### config.mk
export PLATFORM = sky130hd
export DESIGN_NAME = expr_dp_scheduler
export DESIGN_NICKNAME = d
export VERILOG_FILES = /design/src/rtl/expr_dp_pkg.sv /design/src/rtl/expr_dp_scheduler_rr_arbiter.sv /design/src/rtl/expr_dp_scheduler.sv
export SDC_FILE = /design/constraint.sdc
export NUM_CORES = 1
export LEC_CHECK = 0
export ABC_CLOCK_PERIOD_IN_PS = 3000
export CAP_MARGIN = 25
export CELL_PAD_IN_SITES_DETAIL_PLACEMENT = 1
export CELL_PAD_IN_SITES_GLOBAL_PLACEMENT = 2
export CORE_ASPECT_RATIO = 1.4
export CORE_MARGIN = 5
export CORE_UTILIZATION = 23
export DETAILED_ROUTE_END_ITERATION = 8
export GPL_ROUTABILITY_DRIVEN = 0
export PLACE_DENSITY = 0.76
export SYNTH_ARGS = -nofsm -noshare
export SYNTH_HDL_FRONTEND = slang
export SYNTH_SLANG_ARGS = --single-unit
export TNS_END_PERCENT = 20
### constraint.sdc
create_clock -name clk -period 3 [get_ports clk]
set_clock_uncertainty 0.2 [all_clocks]
set_input_delay 0.9 -clock clk [delete_from_list [all_inputs] [get_ports clk]]
set_output_delay 0.9 -clock clk [all_outputs]
set_load 0.02 [all_outputs]
### src/rtl/expr_dp_pkg.sv
// expr_dp_pkg: shared widths and scheduler state encoding for the expression datapath scheduler.
package expr_dp_pkg;
  localparam int OP_W  = 12;
  localparam int RES_W = 17;
  typedef enum logic [1:0] {IDLE, WAIT, RESP} sched_state_e;
endpackage

### src/rtl/expr_dp_scheduler_rr_arbiter.sv
// rr_arbiter: combinational round-robin pick, searching upward from the slot after i_last.
module rr_arbiter #(
  parameter int NUM_REQ = 4,
  localparam int IW = $clog2(NUM_REQ)
) (
  input  logic [NUM_REQ-1:0] i_req,
  input  logic [IW-1:0]      i_last,
  input  logic               i_en,
  output logic [NUM_REQ-1:0] o_grant,
  output logic [IW-1:0]      o_idx
);
  // Walk from the farthest slot to the nearest so the nearest valid one wins.
  always_comb begin
    o_grant = '0;
    o_idx   = '0;
    for (int i = NUM_REQ; i >= 1; i--) begin
      if (i_en && i_req[(int'(i_last) + i) % NUM_REQ]) begin
        o_grant = NUM_REQ'(1) << ((int'(i_last) + i) % NUM_REQ);
        o_idx   = IW'((int'(i_last) + i) % NUM_REQ);
      end
    end
  end
endmodule

### src/rtl/expr_dp_scheduler.sv
// expr_dp_scheduler: round-robin time-sharing of one multicycle expression datapath
// among NUM_REQ requesters, with a tagged, backpressured response channel.
module expr_dp_scheduler
  import expr_dp_pkg::*;
#(
  parameter int NUM_REQ    = 4,
  parameter int DP_LATENCY = 1,
  parameter int CNT_W      = 16
) (
  input  logic                       clk,
  input  logic                       rst_n,
  input  logic                       en,
  input  logic [NUM_REQ-1:0]         req_valid,
  input  logic [NUM_REQ*OP_W-1:0]    req_data,
  output logic [NUM_REQ-1:0]         req_ready,
  output logic                       rsp_valid,
  input  logic                       rsp_ready,
  output logic [RES_W-1:0]           rsp_data,
  output logic [$clog2(NUM_REQ)-1:0] rsp_id,
  output logic [OP_W-1:0]            dp_in_data,
  input  logic [RES_W-1:0]           dp_out_data,
  output logic                       busy,
  output logic [CNT_W-1:0]           done_count
);
  localparam int IW = $clog2(NUM_REQ);
  localparam int CW = $clog2(DP_LATENCY + 1);
  sched_state_e       r_state;
  logic [IW-1:0]      r_last, r_tag, w_idx;
  logic [CW-1:0]      r_cnt;
  logic [OP_W-1:0]    r_op;
  logic [RES_W-1:0]   r_res;
  logic [CNT_W-1:0]   r_done;
  logic [NUM_REQ-1:0] w_grant;

  rr_arbiter #(.NUM_REQ(NUM_REQ)) u_arb (
    .i_req   (req_valid),
    .i_last  (r_last),
    .i_en    (en && r_state == IDLE),
    .o_grant (w_grant),
    .o_idx   (w_idx)
  );

  assign req_ready  = w_grant;
  assign rsp_valid  = r_state == RESP;
  assign busy       = r_state != IDLE;
  assign rsp_data   = r_res;
  assign rsp_id     = r_tag;
  assign dp_in_data = r_op;
  assign done_count = r_done;

  // r_op is never cleared between operations so the datapath input stays quiet in IDLE.
  always_ff @(posedge clk or negedge rst_n) begin
    if (!rst_n) begin
      r_state <= IDLE;
      r_last  <= IW'(NUM_REQ - 1);
      r_tag   <= '0;
      r_cnt   <= '0;
      r_op    <= '0;
      r_res   <= '0;
      r_done  <= '0;
    end else begin
      case (r_state)
        IDLE: if (|w_grant) begin
          r_op    <= req_data[OP_W*int'(w_idx) +: OP_W];
          r_tag   <= w_idx;
          r_last  <= w_idx;
          r_cnt   <= CW'(DP_LATENCY);
          r_state <= WAIT;
        end
        WAIT: begin
          r_cnt <= r_cnt - CW'(1);
          if (r_cnt == CW'(1)) begin
            r_res   <= dp_out_data;
            r_state <= RESP;
          end
        end
        RESP: if (rsp_ready) begin
          r_done  <= r_done + CNT_W'(1);
          r_state <= IDLE;
        end
        default: r_state <= IDLE;
      endcase
    end
  end
endmodule

==> metrics.cfg, run 1 <==
[status]
status = finished with violations
violated_checks = setup timing

[routing]
detailroute.via_count = 2501
drt_iter0_drc = 18
drt_pass1_iterations = 3
drt.antenna.violating_nets = 0
route.final.wire_length_mm = 9.12
drc = 0
detail_route.vias_per_cell = 4.52
wire_per_inst_um = 16.5

[power]
power_per_cell_area_nw_per_um2 = 954
p_sw_uw = 1730
fin_total_pwr_uw = 4710
power.share.sequential_pct = 24.6
power_report.internal_total_uw = 2970
worst_ir_drop_vdd_v = 0.000441
share_clk_of_total_power_pct = 12.6
power.share.switching_pct = 36.9
p_leak_uw = 0.00226
power.combinational.fraction_pct = 62.8

[clock_network]
cts.htree.levels = 2
clk_path_buf_depth = 2
worstSkewPairLatency_ns = 0.29
clkSlewWorstSetupHoldPaths_ns = 0.07
total_cts_buffers = 5
sink_count = 52
clock_tree.root_cell = sky130_fd_sc_hd__clkbuf_16
cts_tree = built

[die]
core_region_area_sq_um = 12300
dieArea_sq_um = 14900
ios = 126
core.rowCount = 48
floorplan.initialDensity_pct = 23.5
die_w_um = 105
die_h_um = 143

[synthesis]
async_flop_share_pct = 100
synth_simple_gate_area_share_pct = 9.06
yosys.cell_types.count = 41
synth-main-ff-cell = sky130_fd_sc_hd__dfrtp_1
synth_compound_gate_area_share_pct = 6.15
postSynthNetCount = 317
synth_top_family_by_area = multiplexers
yosys-mux-area-fraction_pct = 28.8
edff_count_synth = 0
synth.ff_latch_count = 52
share_of_synthesized_cell_area_in_full_adder_half_adder_and_majority_cells_pct = 2.60
syn_avg_cell_area_sq_um = 12.1
synth.cell_area_sq_um = 2890
synth-xor-area-share_pct = 4.55
syn-instance-count = 238
synthesis.yosys.warnings = 0
ys_seq_area_share_pct = 45.1

[worst_setup_path]
path_class = input pin to output port
critPathLaunchType = input pin
crit-reg2reg-launch = r_last[0]$_DFFE_PN1P_
r2r_setup_slack_ns = -0.10
worstPathArrival_ns = 2.31
timing.critical_path.to_type = output port
cp_max_fo = 6
timing.rr.end = dp_in_data[5]$_DFFE_PN0P_
r2r_worst_path_depth = 12
worst_ep_required_time_ns = 1.90

[place]
io_buffer_count = 125
post-place-cells = 531
placedInstanceArea_sq_um = 4540
dpl.hpwl_mm = 7.19

[sta]
finalCriticalPeriod_ns = 3.41
setup_tns_ns = -2.26
final_max_slew_viol_count = 0
setup_violations = 16
max_freq_ghz = 0.294
post-route-period-util_pct = 114
whs_ns = 0.277
hold_viol = 0
setup_slack_ns = -0.406
worst-slew-pin-transition_ns = 0.857
timing.slew.headroom_pct = 42.8
rsz0062_at_grt = yes

[job]
max_cap_violations = 0

[hold_path]
worstHoldStart = done_count[15]$_DFFE_PN0P_
hold_depth = 1
worst_hold_path.endpoint = done_count[15]$_DFFE_PN0P_
worst_hold_path_type = register to register

[global_route]
grt_pass1_vias = 2949
grt_use_total_pct = 12.2
grt_start_max_net_pins = 27
grt_antenna_before_repair = 0
grt-ovfl-total = 0
grt_first_pass_wirelength_mm = 14.7

[finish]
synthToLayoutAreaGrowth_pct = 70.9
insertedDiodeCount = 0
post_layout_nonfiller_instances = 553
fraction_of_layout_cells_with_a_size_suffix_above_1_pct = 29.0
final_net_count = 481
finish.instance_area_sq_um = 4930

-- cell usage after synthesis (all sizes together) (3+ instances only) --
library cell | instances | area (sq um)
dfrtp | 50 | 1250
xnor2 | 12 | 105
mux4 | 3 | 67.6
mux2i | 40 | 400
nor2 | 4 | 15.0
clkbuf | 3 | 11.3
o21ai | 8 | 40.0
a221oi | 4 | 35.0
mux2 | 31 | 364
nand2 | 12 | 45.0
xor2 | 3 | 26.3
buf | 7 | 50.1
nand4 | 3 | 33.8
ha | 6 | 75.1
inv | 12 | 45.0
nand2b | 3 | 18.8
a21o | 5 | 37.5
nand3 | 8 | 40.0
-- worst max-delay path, cell delays in order --
cell and delay (ns):
sky130_fd_sc_hd__buf_6 0.10, sky130_fd_sc_hd__buf_4 0.14, sky130_fd_sc_hd__mux4_2 0.56, sky130_fd_sc_hd__a221oi_2 0.25
sky130_fd_sc_hd__a21o_1 0.19, sky130_fd_sc_hd__inv_2 0.04, sky130_fd_sc_hd__buf_6 0.12
-- stage by stage --
step	util, %	worst slack [ns]
after CTS	39.2	-0.430
after detailed placement	36.9	-1.31
after global routing	40.1	-0.477
final	40.1	-0.406
after floorplan	-	-0.168
after global placement	36.9	-1.22
-- layer usage --
metal / wire [um] / share of wire (%) / global-route usage (%)
met1: 3280 / 36 / 12.2
met2: 5120 / 56 / 23.4
met3: 581 / 6.4 / 3.86
met4: 136 / 1.5 / 4.18
met5: 0 / 0 / 0
-- worst max-delay path by stage --
stage | start | endpoint | cells after the start
6_report | req_valid[1] | req_ready[0] | 7
5_1_grt | r_last[1]$_DFFE_PN1P_ | req_ready[1] | 8
4_1_cts | r_last[1]$_DFFE_PN1P_ | req_ready[0] | 8
3_5_place_dp | req_valid[3] | req_ready[3] | 7
3_3_place_gp | req_valid[3] | req_ready[3] | 7
2_1_floorplan | r_last[0]$_DFFE_PN1P_ | req_ready[3] | 8
-- what timing repair did --
| action | 4_1_cts | 5_1_grt |
|---|---|---|
| setup endpoints to repair | 22 | 20 |
| hold buffers | 0 | 0 |
| setup buffers | 7 | 7 |
| resized for setup | 66 | 11 |
| pin swaps | 11 | 5 |
-- cell families (layout without fill, tap and decap cells) --
group           count (synthesis)  after routing
compound gates                 24             24
fa+ha+maj                       6              6
xor+xnor                       15             15
buf+inv                        22            187
flops                          52             52
mux                            74             74
simple gates                   45             45
-- sequential cells by signal, indices dropped and copies added (netlist names) --
signal and cells:
r_last 2, done_count 16, r_state 2, rsp_id 2, dp_in_data 12, rsp_data 17, r_cnt 1
-- power by group through the flow --
stage / clock (uW) / sequential, uW / combinational, uW
floorplan: 0 / 1450 / 1220
global placement: 0 / 1150 / 2640
detailed placement: 0 / 1170 / 2690
CTS: 618 / 1160 / 2880
global route: 650 / 1200 / 3150
finish: 591 / 1160 / 2960
-- cell type report --
| cell class | count | area [sq um] |
|---|---|---|
| Multi-Input combinational cell | 164 | 1610 |
| Tap cell | 150 | 188 |
| Timing Repair Buffer | 167 | 1640 |
| Sequential cell | 52 | 1300 |
| Fill cell | 1350 | 7380 |
| Inverter | 12 | 45.0 |
| Clock inverter | 1 | 7.51 |
| Clock buffer | 7 | 143 |
-- cells in the final DEF (no fill, tap or decap), types with 2 or more instances in the layout --
cell type / n
sky130_fd_sc_hd__clkbuf_16: 5
sky130_fd_sc_hd__nand3_1: 8
sky130_fd_sc_hd__mux2i_2: 3
sky130_fd_sc_hd__buf_6: 15
sky130_fd_sc_hd__nand2_1: 12
sky130_fd_sc_hd__and3_1: 2
sky130_fd_sc_hd__mux2i_1: 36
sky130_fd_sc_hd__buf_4: 31
sky130_fd_sc_hd__ha_1: 5
sky130_fd_sc_hd__nand2b_1: 3
sky130_fd_sc_hd__or2_2: 2
sky130_fd_sc_hd__and2_1: 2
sky130_fd_sc_hd__a21o_1: 5
sky130_fd_sc_hd__nand3b_1: 2
sky130_fd_sc_hd__mux4_2: 3
sky130_fd_sc_hd__o21a_1: 2
sky130_fd_sc_hd__nor2_1: 4
sky130_fd_sc_hd__o21ai_0: 7
sky130_fd_sc_hd__clkdlybuf4s50_1: 116
sky130_fd_sc_hd__buf_12: 3
sky130_fd_sc_hd__xnor2_1: 12
sky130_fd_sc_hd__mux2_2: 20
sky130_fd_sc_hd__dfrtp_1: 50
sky130_fd_sc_hd__nand4_1: 2
sky130_fd_sc_hd__inv_1: 5
sky130_fd_sc_hd__mux2_4: 11
sky130_fd_sc_hd__dfstp_2: 2
sky130_fd_sc_hd__xor2_1: 3
sky130_fd_sc_hd__a221oi_2: 4
sky130_fd_sc_hd__inv_2: 7
Power figures use the tool's default switching activity.
==> run 2: changes to the inputs <==
- CORE_UTILIZATION: 23 -> 24
- CTS_BUF_LIST: default -> sky130_fd_sc_hd__clkbuf_2 sky130_fd_sc_hd__clkbuf_4 sky130_fd_sc_hd__clkbuf_8
- PLACE_DENSITY: 0.76 -> 0.79
==> run 2 against run 1 <==
  * The run still ends with setup timing left
  * Sequential power about the same
  * Largest cell class is now multi-input gates
  * Final cell count down 1.6%
  * Power down 5.6%
  * Combinational power down 3%
  * Count of clock-buffer cells in the layout down 2
  * Maximum frequency down 1.6%
  * Hold slack better by 0.016 ns
  * Core utilization up 0.21 points
  * Register-to-register slack worse by 0.02 ns
  * Clock power down 29%
  * Die area down 3.8%
  * Setup slack worse by 0.056 ns
==> metrics.cfg, run 2 (synthesis results as in run 1) <==
[status]
status = finished with violations
violated_checks = setup timing

[worst_setup_path]
cp_slowest_stage_delay_ns = 0.59
timing.critical_path.to_type = output port
crit-reg2reg-launch = r_last[0]$_DFFE_PN1P_
slowest_stage = sky130_fd_sc_hd__mux4_2
cp_max_fo = 6
cp_common_cell = sky130_fd_sc_hd__inv_2
timing.critical_path.cells = buf_2, buf_4, mux4_2, inv_2, o21ai_1, a21o_1, inv_2, buf_6
worst_ep_required_time_ns = 1.90
critPathLaunchType = input pin
cp-startpoint = req_valid[2]
worstPathArrival_ns = 2.36
path_class = input pin to output port

[power]
p_leak_uw = 0.00219
worst_ir_drop_vdd_v = 0.000382
power_per_cell_area_nw_per_um2 = 933

[die]
die_h_um = 140
floorplan.initialDensity_pct = 24.4
core.rowCount = 47
ios = 126
dieArea_sq_um = 14400
die_w_um = 103
core_region_area_sq_um = 11800

[sta]
hold_viol = 0
max_freq_ghz = 0.289
setup_slack_ns = -0.461
rsz0062_at_grt = yes
final_max_slew_viol_count = 0
setup_tns_ns = -3.48
finalCriticalPeriod_ns = 3.46
post-route-period-util_pct = 115
worst-slew-pin-transition_ns = 0.894
timing.slew.headroom_pct = 40.3
setup_violations = 21

[global_route]
grt_first_pass_wirelength_mm = 14.3
grt-ovfl-total = 0
grt_start_max_net_pins = 29
grt_pass1_vias = 2740
grt_antenna_before_repair = 0
grt_use_total_pct = 12.7

[place]
placedInstanceArea_sq_um = 4510
dpl.hpwl_mm = 6.94
io_buffer_count = 125

[clock_network]
total_cts_buffers = 5
clk_path_buf_depth = 2
sink_count = 52
clock_tree.root_cell = sky130_fd_sc_hd__clkbuf_8
worstSkewPairLatency_ns = 0.32
cts.htree.levels = 2
cts_tree = built
clkSlewWorstSetupHoldPaths_ns = 0.11

[routing]
drt_pass1_iterations = 4
drt_iter0_drc = 26
detailroute.via_count = 2416
wire_per_inst_um = 16.5
route.final.wire_length_mm = 9.00
drc = 0
detail_route.vias_per_cell = 4.44
drt.antenna.violating_nets = 0

[finish]
fraction_of_layout_cells_with_a_size_suffix_above_1_pct = 27.7
layout.cells.most_common = sky130_fd_sc_hd__clkdlybuf4s50_1
final_cell_mix = 116 x sky130_fd_sc_hd__clkdlybuf4s50_1, 50 x sky130_fd_sc_hd__dfrtp_1, 39 x sky130_fd_sc_hd__mux2i_1
fin_util_pct = 40.3
insertedDiodeCount = 0
final_net_count = 475
largest_register_ffs = 17
synthToLayoutAreaGrowth_pct = 64.9
finish.instance_area_sq_um = 4760

[job]
max_cap_violations = 0

[hold_path]
worstHoldStart = done_count[15]$_DFFE_PN0P_
worst_hold_path_type = register to register

run 2: cell count changes in the layout (fill, tap and decap cells not counted), moves of 3 or more:
cell	previous run	this run
sky130_fd_sc_hd__mux2i_1	36	39
sky130_fd_sc_hd__buf_2	1	5
sky130_fd_sc_hd__buf_6	15	7
sky130_fd_sc_hd__o21ai_0	7	3
sky130_fd_sc_hd__clkbuf_8	1	5
sky130_fd_sc_hd__o21ai_1	0	3
sky130_fd_sc_hd__clkbuf_16	5	0
run 2: critical path: cells and delay by family:
kind            cells  cell delay [ns]
mux                 1             0.59
compound gates      2             0.29
buf+inv             5             0.58
run 2: through the flow:
stage,total power (uW),hold WS [ns],setup slack [ns],cells
global route,4740,0.321,-0.548,544
CTS,4380,0.300,-0.513,538
detailed placement,3820,0.278,-1.34,525
global placement,3760,0.264,-1.26,525
finish,4440,0.293,-0.461,544
floorplan,2670,0.334,-0.168,238
run 2: layout make-up:
type                    count  area, sq um
fillers                  1281         7060
multi-input cells         164         1580
repair buffers            161         1560
flip-flops and latches     52         1300
well taps                 147          184
clock buffers               5         68.8
inverters                  12         45.0
clock inverters             3         21.3
run 2: what timing repair did:
item / in CTS / in global routing
hold buffers: 0 / 0
gates resized for setup: 47 / 19
setup endpoints to repair: 22 / 22
pin swaps: 10 / 11
setup buffers: 5 / 6
run 2: worst paths after layout:
path | to | slack (ns) | cells past startpoint
hold / removal | done_count[15]$_DFFE_PN0P_ | 0.29 | 1
max in group asynchronous | done_count[0]$_DFFE_PN0P_ | 1.54 | 2
hold reg to reg | done_count[15]$_DFFE_PN0P_ | 0.29 | 1
setup reg to reg | dp_in_data[2]$_DFFE_PN0P_ | -0.12 | 12
setup / recovery | req_ready[1] | -0.46 | 8
min in group asynchronous | rsp_id[0]$_DFFE_PN0P_ | 0.40 | 1
run 2: per-layer routing:
metal	vias to the layer above	global-route usage (%)	routed length, um
li1	1159	-	-
met1	1181	13.7	3320
met2	69	22.9	4900
met3	7	4.61	674
met4	0	3.46	104
met5	-	0	0
run 2: power breakdown:
part           internal (uW)  total [uW]  leakage, uW  switching (uW)
Combinational           1580        2880      0.00152            1300
Clock                    166         418    0.0000445             252
Sequential               987        1150     0.000633             163
Total                   2730        4440      0.00219            1710
